## src/rtl/mem_arb_pkg.sv

```systemverilog
// Shared types and default widths for the fetch/data memory port arbiter.
package mem_arb_pkg;

    localparam int MEM_ARB_ADDR_W       = 64;
    localparam int MEM_ARB_DATA_W       = 64;
    localparam int MEM_ARB_STARVE_LIMIT = 4;
    localparam int MEM_ARB_STARVE_W     = 4;

    typedef enum logic [1:0] {
        IDLE = 2'd0,
        WAIT = 2'd1,
        RESP = 2'd2
    } arb_state_t;

    typedef enum logic {
        OWN_IF = 1'b0,
        OWN_D  = 1'b1
    } arb_owner_t;

endpackage

```

## src/rtl/mem_arb_pick.sv

```systemverilog
// Grant selection between fetch and data requesters; data wins unless fetch is starved.
// Latency: purely combinational.
// Backpressure: none; the caller decides whether a grant is taken this cycle.
module mem_arb_pick
    import mem_arb_pkg::*;
(
    input  logic                        if_vld,
    input  logic                        d_vld,
    input  logic [MEM_ARB_STARVE_W-1:0] starve_cnt,
    input  logic [MEM_ARB_STARVE_W-1:0] starve_limit,
    output arb_owner_t                  gnt_owner,
    output logic                        gnt_vld
);

    logic if_wins;

    assign if_wins   = if_vld && (!d_vld || (starve_cnt == starve_limit));
    assign gnt_owner = if_wins ? OWN_IF : OWN_D;
    assign gnt_vld   = if_vld || d_vld;

endmodule

```

## src/rtl/mem_port_arbiter.sv

```systemverilog
// Serialises fetch and data requests onto one variable-latency memory port.
// Latency: accept -> mem_req next cycle; mem_ack -> response pulse next cycle (3 cycles min).
// Backpressure: readies only in IDLE; mem_req held with stable fields until mem_ack.
module mem_port_arbiter
    import mem_arb_pkg::*;
#(
    parameter int ADDR_W       = MEM_ARB_ADDR_W,
    parameter int DATA_W       = MEM_ARB_DATA_W,
    parameter int STARVE_LIMIT = MEM_ARB_STARVE_LIMIT
)(
    input  logic                clk,
    input  logic                rst,
    input  logic                if_req_valid,
    output logic                if_req_ready,
    input  logic [ADDR_W-1:0]   if_addr,
    output logic                if_resp_valid,
    output logic [DATA_W-1:0]   if_resp_data,
    input  logic                d_req_valid,
    output logic                d_req_ready,
    input  logic [ADDR_W-1:0]   d_addr,
    input  logic                d_we,
    input  logic [DATA_W-1:0]   d_wdata,
    input  logic [DATA_W/8-1:0] d_wstrb,
    output logic                d_resp_valid,
    output logic [DATA_W-1:0]   d_resp_data,
    output logic                mem_req,
    output logic [ADDR_W-1:0]   mem_addr,
    output logic                mem_we,
    output logic [DATA_W-1:0]   mem_wdata,
    output logic [DATA_W/8-1:0] mem_wstrb,
    input  logic                mem_ack,
    input  logic [DATA_W-1:0]   mem_rdata,
    output logic                busy,
    output logic [63:0]         stall_cycles
);

    localparam logic [MEM_ARB_STARVE_W-1:0] LIMIT = MEM_ARB_STARVE_W'(STARVE_LIMIT);

    arb_state_t                  state;
    arb_owner_t                  owner;
    arb_owner_t                  gnt_owner;
    logic                        gnt_vld;
    logic                        accept;
    logic [MEM_ARB_STARVE_W-1:0] starve_cnt;

    mem_arb_pick u_pick (
        .if_vld       (if_req_valid),
        .d_vld        (d_req_valid),
        .starve_cnt   (starve_cnt),
        .starve_limit (LIMIT),
        .gnt_owner    (gnt_owner),
        .gnt_vld      (gnt_vld)
    );

    assign accept       = (state == IDLE) && gnt_vld;
    assign if_req_ready = accept && (gnt_owner == OWN_IF);
    assign d_req_ready  = accept && (gnt_owner == OWN_D);
    assign busy         = (state != IDLE);

    always_ff @(posedge clk or negedge rst) begin
        if (!rst) begin
            state         <= IDLE;
            owner         <= OWN_IF;
            starve_cnt    <= '0;
            mem_req       <= 1'b0;
            mem_addr      <= '0;
            mem_we        <= 1'b0;
            mem_wdata     <= '0;
            mem_wstrb     <= '0;
            if_resp_valid <= 1'b0;
            if_resp_data  <= '0;
            d_resp_valid  <= 1'b0;
            d_resp_data   <= '0;
        end else begin
            if_resp_valid <= 1'b0;
            d_resp_valid  <= 1'b0;
            case (state)
                IDLE: begin
                    if (accept) begin
                        owner   <= gnt_owner;
                        mem_req <= 1'b1;
                        state   <= WAIT;
                        if (gnt_owner == OWN_IF) begin
                            mem_addr   <= if_addr;
                            mem_we     <= 1'b0;
                            mem_wdata  <= '0;
                            mem_wstrb  <= '0;
                            starve_cnt <= '0;
                        end else begin
                            mem_addr  <= d_addr;
                            mem_we    <= d_we;
                            mem_wdata <= d_wdata;
                            mem_wstrb <= d_wstrb;
                            // Only a data grant that overtook a waiting fetch counts toward starvation.
                            if (!if_req_valid)
                                starve_cnt <= '0;
                            else if (starve_cnt != LIMIT)
                                starve_cnt <= starve_cnt + 1'b1;
                        end
                    end
                end
                WAIT: begin
                    if (mem_ack) begin
                        mem_req <= 1'b0;
                        state   <= RESP;
                        if (owner == OWN_IF) begin
                            if_resp_data  <= mem_rdata;
                            if_resp_valid <= 1'b1;
                        end else begin
                            d_resp_data  <= mem_we ? '0 : mem_rdata;
                            d_resp_valid <= 1'b1;
                        end
                    end
                end
                RESP:    state <= IDLE;
                default: state <= IDLE;
            endcase
        end
    end

    always_ff @(posedge clk or negedge rst) begin
        if (!rst)
            stall_cycles <= '0;
        else if ((if_req_valid && !if_req_ready) || (d_req_valid && !d_req_ready))
            stall_cycles <= stall_cycles + 64'd1;
    end

endmodule
```

## config.mk

```make
export PLATFORM = sky130hd
export DESIGN_NAME = mem_port_arbiter
export DESIGN_NICKNAME = d
export VERILOG_FILES = /design/src/rtl/mem_arb_pkg.sv /design/src/rtl/mem_arb_pick.sv /design/src/rtl/mem_port_arbiter.sv
export SDC_FILE = /design/constraint.sdc
export NUM_CORES = 1
export LEC_CHECK = 0
export CAP_MARGIN = 20
export CELL_PAD_IN_SITES_DETAIL_PLACEMENT = 2
export CELL_PAD_IN_SITES_GLOBAL_PLACEMENT = 2
export CORE_MARGIN = 4
export CORE_UTILIZATION = 25
export CTS_CLUSTER_DIAMETER = 120
export DETAILED_ROUTE_END_ITERATION = 10
export HOLD_SLACK_MARGIN = 0.08
export PLACE_DENSITY_LB_ADDON = 0.1
export SYNTH_ARGS = -nofsm -noshare
export SYNTH_HDL_FRONTEND = slang
export SYNTH_SLANG_ARGS = --single-unit
```

## constraint.sdc

```tcl
create_clock -name clk -period 2.35 [get_ports clk]
set_input_delay 0.5875 -clock clk [delete_from_list [all_inputs] [get_ports clk]]
set_output_delay 0.5875 -clock clk [all_outputs]
set_load 0.005 [all_outputs]
```

==> flow_metrics.tcl <==
set metrics [dict create \
    syn-cell-area_um2 13670 \
    synth_cell_type_count 41 \
    rsz0062_at_grt "true" \
    coreArea_um2 54030 \
    syn2layout_area_growth_pct 64.84 \
    cp-end-kind "output port" \
    grt_start_max_net_pins 66 \
    arrival_ps 1740 \
    synth-edff-count 0 \
    dieHeight_um 241.8 \
    p_int_uw 18260 \
    ant_nets 0 \
    dp.cells 2428 \
    cts_max_level 2 \
    synth_compound_area_share_pct 12.24 \
    drive_gt1_share_pct 12.63 \
    wl_per_cell_um 24.99 \
    design_area_um2 22530 \
    timing.final.crit_period_ps 2327 \
    combPwrFrac_pct 40.9 \
    hold_viol_final 0 \
    antenna_found_initial 16 \
    path_max_fanout 2 \
    synth_warnings 0 \
    synthSimpleGateAreaFrac_pct 11.97 \
    final_cell_mix "clkdlybuf4s50_1 (600), dfrtp_1 (337), nand2_1 (101), inv_1 (78), a22o_1 (73)" \
    required_ps 1760 \
    viasPerCell 4.744 \
    grt_pass1_wl_um 93870 \
    start_kind "flip-flop" \
    final-max-slew-violation-count 0 \
    synthMuxAreaShare_pct 5.273 \
    grt_pass1_vias 13850 \
    ys_async_sr_fraction_pct 100.0 \
    max-cap-violations 0 \
    timing.rr.start "starve_cnt[0]" \
    tritoncts "yes" \
    p_sw_uw 8548 \
    place_congestion 0.8032 \
    synth_top_family_by_area "compound AO/OA/AOI/OAI gates" \
    leakage_uw 0.009973 \
    cts.sinks 339 \
    portBuffers 604 \
    tightest_slew_ps 780.3 \
    synthAdderAreaFrac_pct 0.2746 \
    clkSlewWorstSetupHoldPaths_ps 60 \
    seq_area_frac_synth_pct 62.07 \
    synth-xor-area-share_pct 4.037 \
    dieArea_um2 58480 \
    wirelength_um 62870 \
    layout_commonest_cell "clkdlybuf4s50_1" \
    numCtsBuffers 42 \
    slowest_delay_ps 380 \
    ys_ff_latch 339 \
    drcViolationCount 0 \
    startpoint "starve_cnt[0]" \
    cts.path.max_buffers 3 \
    synth_flop_cell "dfrtp_1" \
    crit_path_cell_trace "inv_1, ha_1, nand3b_1, buf_4, a21oi_4, buf_6" \
    min-delay-start "d_resp_data[41]" \
    synth_area_leaders "dfrtp_1 (62%), mux2_2 (5.3%), a222oi_1 (4.7%)" \
    dr.pass1.iters 5 \
    io_pins 605 \
    slowest_stage "dfrtp_1" \
    yosysTopAreaCell "dfrtp_1" \
    synth_fp_nets 1401 \
    post-dp-hpwl_um 48390 \
    yosys.area.top_type_share_pct 62.07 \
    synthCells 1128 \
    switching_share_pct 31.89 \
    status "completed" \
    start_util_pct 25.30 \
    power_density_nw_per_um2 1190 \
    route.vias.total 11940 \
    crit_buf_inv 3 \
    r2r_slack_ps 170 \
    gr-total-overflow 0 \
    root_buffer "clkbuf_16" \
    drtIter0Drc 691 \
    crit_family "flip-flops" \
    ir_drop_v 0.0005198 \
    fin_skew_ps 18.20 \
    grt_use_total_pct 20.99 \
    final_cell_count_no_fill 2516 \
    setup_viol 0 \
    power_frac_seq_pct 35.3 \
    place_area_um2 21100 \
    hold_path.class "reg -> reg" \
    row_count 85 \
    die_x_um 241.8 \
    fin_crit_sh_pct 99.04 \
    final_nets 2057 \
    clock_latency_ps 560 \
    critical_path_class "reg -> out" \
    maxSlewHeadroom_pct 47.98 \
    max_freq_mhz 429.7 \
    avgSynthCellArea_um2 12.12 \
    p_clk_share_pct 23.9 \
]
[kinds of logic after synthesis]
logic type / after synthesis
multiplexers: 64
AO/OA/AOI/OAI: 213
adder cells (fa/ha/maj): 3
buffers and inverters: 146
flip-flops: 339
AND/OR/NAND/NOR: 300
XOR/XNOR: 63
[metrics by stage]
| stage | power, µW | util, % | worst slack, ps | hold slack (ps) | setup TNS [ps] |
|---|---|---|---|---|---|
| 3_5_place_dp | 20600 | 39.06 | -360.2 | 470.2 | -17370 |
| 5_1_grt | 28450 | 41.69 | -80.89 | 503.9 | -150.7 |
| 6_report | 26800 | 41.70 | 22.67 | 477.6 | 0 |
| 3_3_place_gp | 20320 | 39.06 | -236.3 | 452.2 | -8500 |
| 4_1_cts | 27320 | 41.59 | -88.89 | 483.7 | -88.89 |
| 2_1_floorplan | 12940 | - | 315.7 | 291.9 | 0 |
[worst reg2reg max path: cells and delay by family, from the launching register on]
kind,cells,cell delay [ps]
DFF,1,380
adders and majority gates,1,160
buffers and inverters,5,1060
and+or+nand+nor,1,130
AOI/OAI and AO/OA,2,390
[cells in the mapped netlist (3+ instances only)]
library cell  instances
inv_1                79
a22o_1               73
mux2_2               64
nand3_1              23
nor4_4                3
nor3_1               17
nor2_1               37
nand4_1              18
nor4_2                5
o21ai_0              69
nor4_1                3
xnor2_1              22
clkbuf_1             51
a222oi_1             64
nand2_1             102
xor2_1               41
ha_1                  3
buf_2                14
nand2b_1             66
dfrtp_1             339
and3_1                6
nor3_2                4
[layout make-up]
| class | instances | area, µm² |
|---|---|---|
| Fill cell | 5514 | 31500 |
| Sequential cell | 339 | 8486 |
| Timing Repair Buffer | 678 | 6844 |
| Multi-Input combinational cell | 643 | 4676 |
| Clock buffer | 69 | 1284 |
| Tap cell | 696 | 870.8 |
| Inverter | 80 | 300.3 |
| Clock inverter | 4 | 52.55 |
| Antenna cell | 7 | 17.52 |
[sequential cells by signal, indices dropped and copies added (netlist names)]
name           count
if_resp_valid      1
mem_wstrb          8
d_resp_data       64
starve_cnt         4
state              2
d_resp_valid       1
mem_req            1
if_resp_data      64
mem_addr          64
mem_we             1
owner              1
mem_wdata         64
stall_cycles      64
[power groups by stage]
| stage | clock (µW) | sequential (µW) | combinational [µW] |
|---|---|---|---|
| 6_report | 6400 | 9450 | 11000 |
| 5_1_grt | 6900 | 9760 | 11800 |
| 4_1_cts | 6650 | 9480 | 11200 |
| 3_5_place_dp | 0 | 9500 | 11100 |
| 3_3_place_gp | 0 | 9410 | 10900 |
| 2_1_floorplan | 0 | 9460 | 3480 |
[layer usage]
metal	routed length, µm	GRT usage, %	vias to the layer above
met5	115	0	-
met4	1308	5.310	16
met3	4892	7.500	89
met2	33280	38.92	375
met1	23270	22.74	6145
li1	-	-	5310
[repair_timing]
item | CTS | global route
buffers inserted | 3 | 5
pin swaps | 2 | 2
hold buffers | 1 | 0
gates resized for setup | 9 | 3
hold endpoints to repair | 35 | 0
endpoints found under the setup margin | 3 | 2
[path summary, 6_finish.rpt]
path                                   endpoint  depth (start not counted)
worst max-delay path               if_req_ready                          6
worst min-delay path            d_resp_data[41]                          2
worst max register to register     mem_addr[32]                          9
worst min register to register  d_resp_data[41]                          2
max in group asynchronous         mem_wdata[41]                          4
min in group asynchronous       d_resp_data[37]                          2
No activity file was read; power rests on OpenSTA's default activity.
==> variant, RTL diff (config.mk and constraints unchanged) <==
Change the package constant `MEM_ARB_DATA_W` from 64 to 96.
--- a/src/rtl/mem_arb_pkg.sv
+++ b/src/rtl/mem_arb_pkg.sv
@@ -4,3 +4,3 @@
     localparam int MEM_ARB_ADDR_W       = 64;
-    localparam int MEM_ARB_DATA_W       = 64;
+    localparam int MEM_ARB_DATA_W       = 96;
     localparam int MEM_ARB_STARVE_LIMIT = 4;
Interface: changed (7 resized); port bits go from 605 to 773. The function was not compared with the original's and may differ.
==> variant against the original RTL <==
The run now ends with setup timing left; wire length grew 38%; worst hold slack worse by 0.00094 ns; critical path type unchanged; worst setup slack got worse by 0.21 ns; total power up 35%; highest routed layer unchanged; register-to-register slack got worse by 0.04 ns; synthesized area rose by 31%; sequential cell count increased by 100; design area rose by 30%.
==> variant: results <==
outcome:
  outcome: "complete, but fails checks"
  violations: "setup timing"
finish:
  num-multi-input-gates: 1141
  clkbuf_count: 81
  multi_input_area_share_pct: 22.24
  ff_latch_area_um2: 10990
  buffers: 861
  nonClockInverterCount: 17
  nFillCells: 7332
  clockNetworkAreaShare_pct: 5.665
  fin_nets: 2855
detailed_routing:
  dr.pass1.iters: 4
  dr_wl_met2_um: 45560
  vias: 16090
  viasPerCell: 4.588
  wl_met3_um: 7652
  totalWireLength_um: 86900
global_routing:
  met2_usage_pct: 38.89
  grtUsageTotal_pct: 21.71
  grt_pass1_wl_um: 123000
  grt_pass1_vias: 18330
  met1_usage_pct: 22.22
logic_synthesis:
  synth_compound_area_share_pct: 8.750
  synthCells: 1700
  ys_top_cells_by_count: "nand2_1 (477), dfrtp_1 (439), o21ai_0 (209)"
  muxShareOfSynthArea_pct: 6.092
  synth_area_leaders: "dfrtp_1 (61%), nand2_1 (10%), mux2_2 (6.1%)"
place:
  place_inst: 3384
  io_buffer_count: 772
sta:
  setup_slack_ns: -0.1871
  tns_ns: -0.3357
  setup_viol: 2
  worst_pin_slew_ns: 0.9206
power_and_ir_drop:
  p_switching_mw: 12.19
  vdd_drop_max_v: 0.0006661
cts:
  cts_sinks: 439
  ctsResizeCount: 16
setup_path:
  rrSetupSlack_ns: 0.13
-- variant: path summary, 6_finish.rpt --
check | start | depth (start not counted) | end
min in group clk | d_resp_data[27] | 2 | d_resp_data[27]
worst max-delay path | starve_cnt[0] | 7 | d_req_ready
worst min-delay path | rst | 2 | mem_wdata[19]
worst min register to register | d_resp_data[27] | 2 | d_resp_data[27]
worst max register to register | starve_cnt[0] | 11 | mem_addr[58]
max in group asynchronous | rst | 4 | stall_cycles[45]
-- variant: worst max-delay path: stages, from the launching register on --
cell and delay, ns:
dfrtp_1 0.35, inv_1 0.05, ha_2 0.16, and3b_2 0.22, o21ai_4 0.13, nor2b_4 0.20, buf_12 0.14, buf_6 0.10
-- variant: through the flow --
stage,hold slack (ns),instance area (µm²)
6_report,0.4767,29240
5_1_grt,0.5000,29240
4_1_cts,0.4628,29140
3_5_place_dp,0.4712,27320
3_3_place_gp,0.4585,27320
2_1_floorplan,0.2919,17930
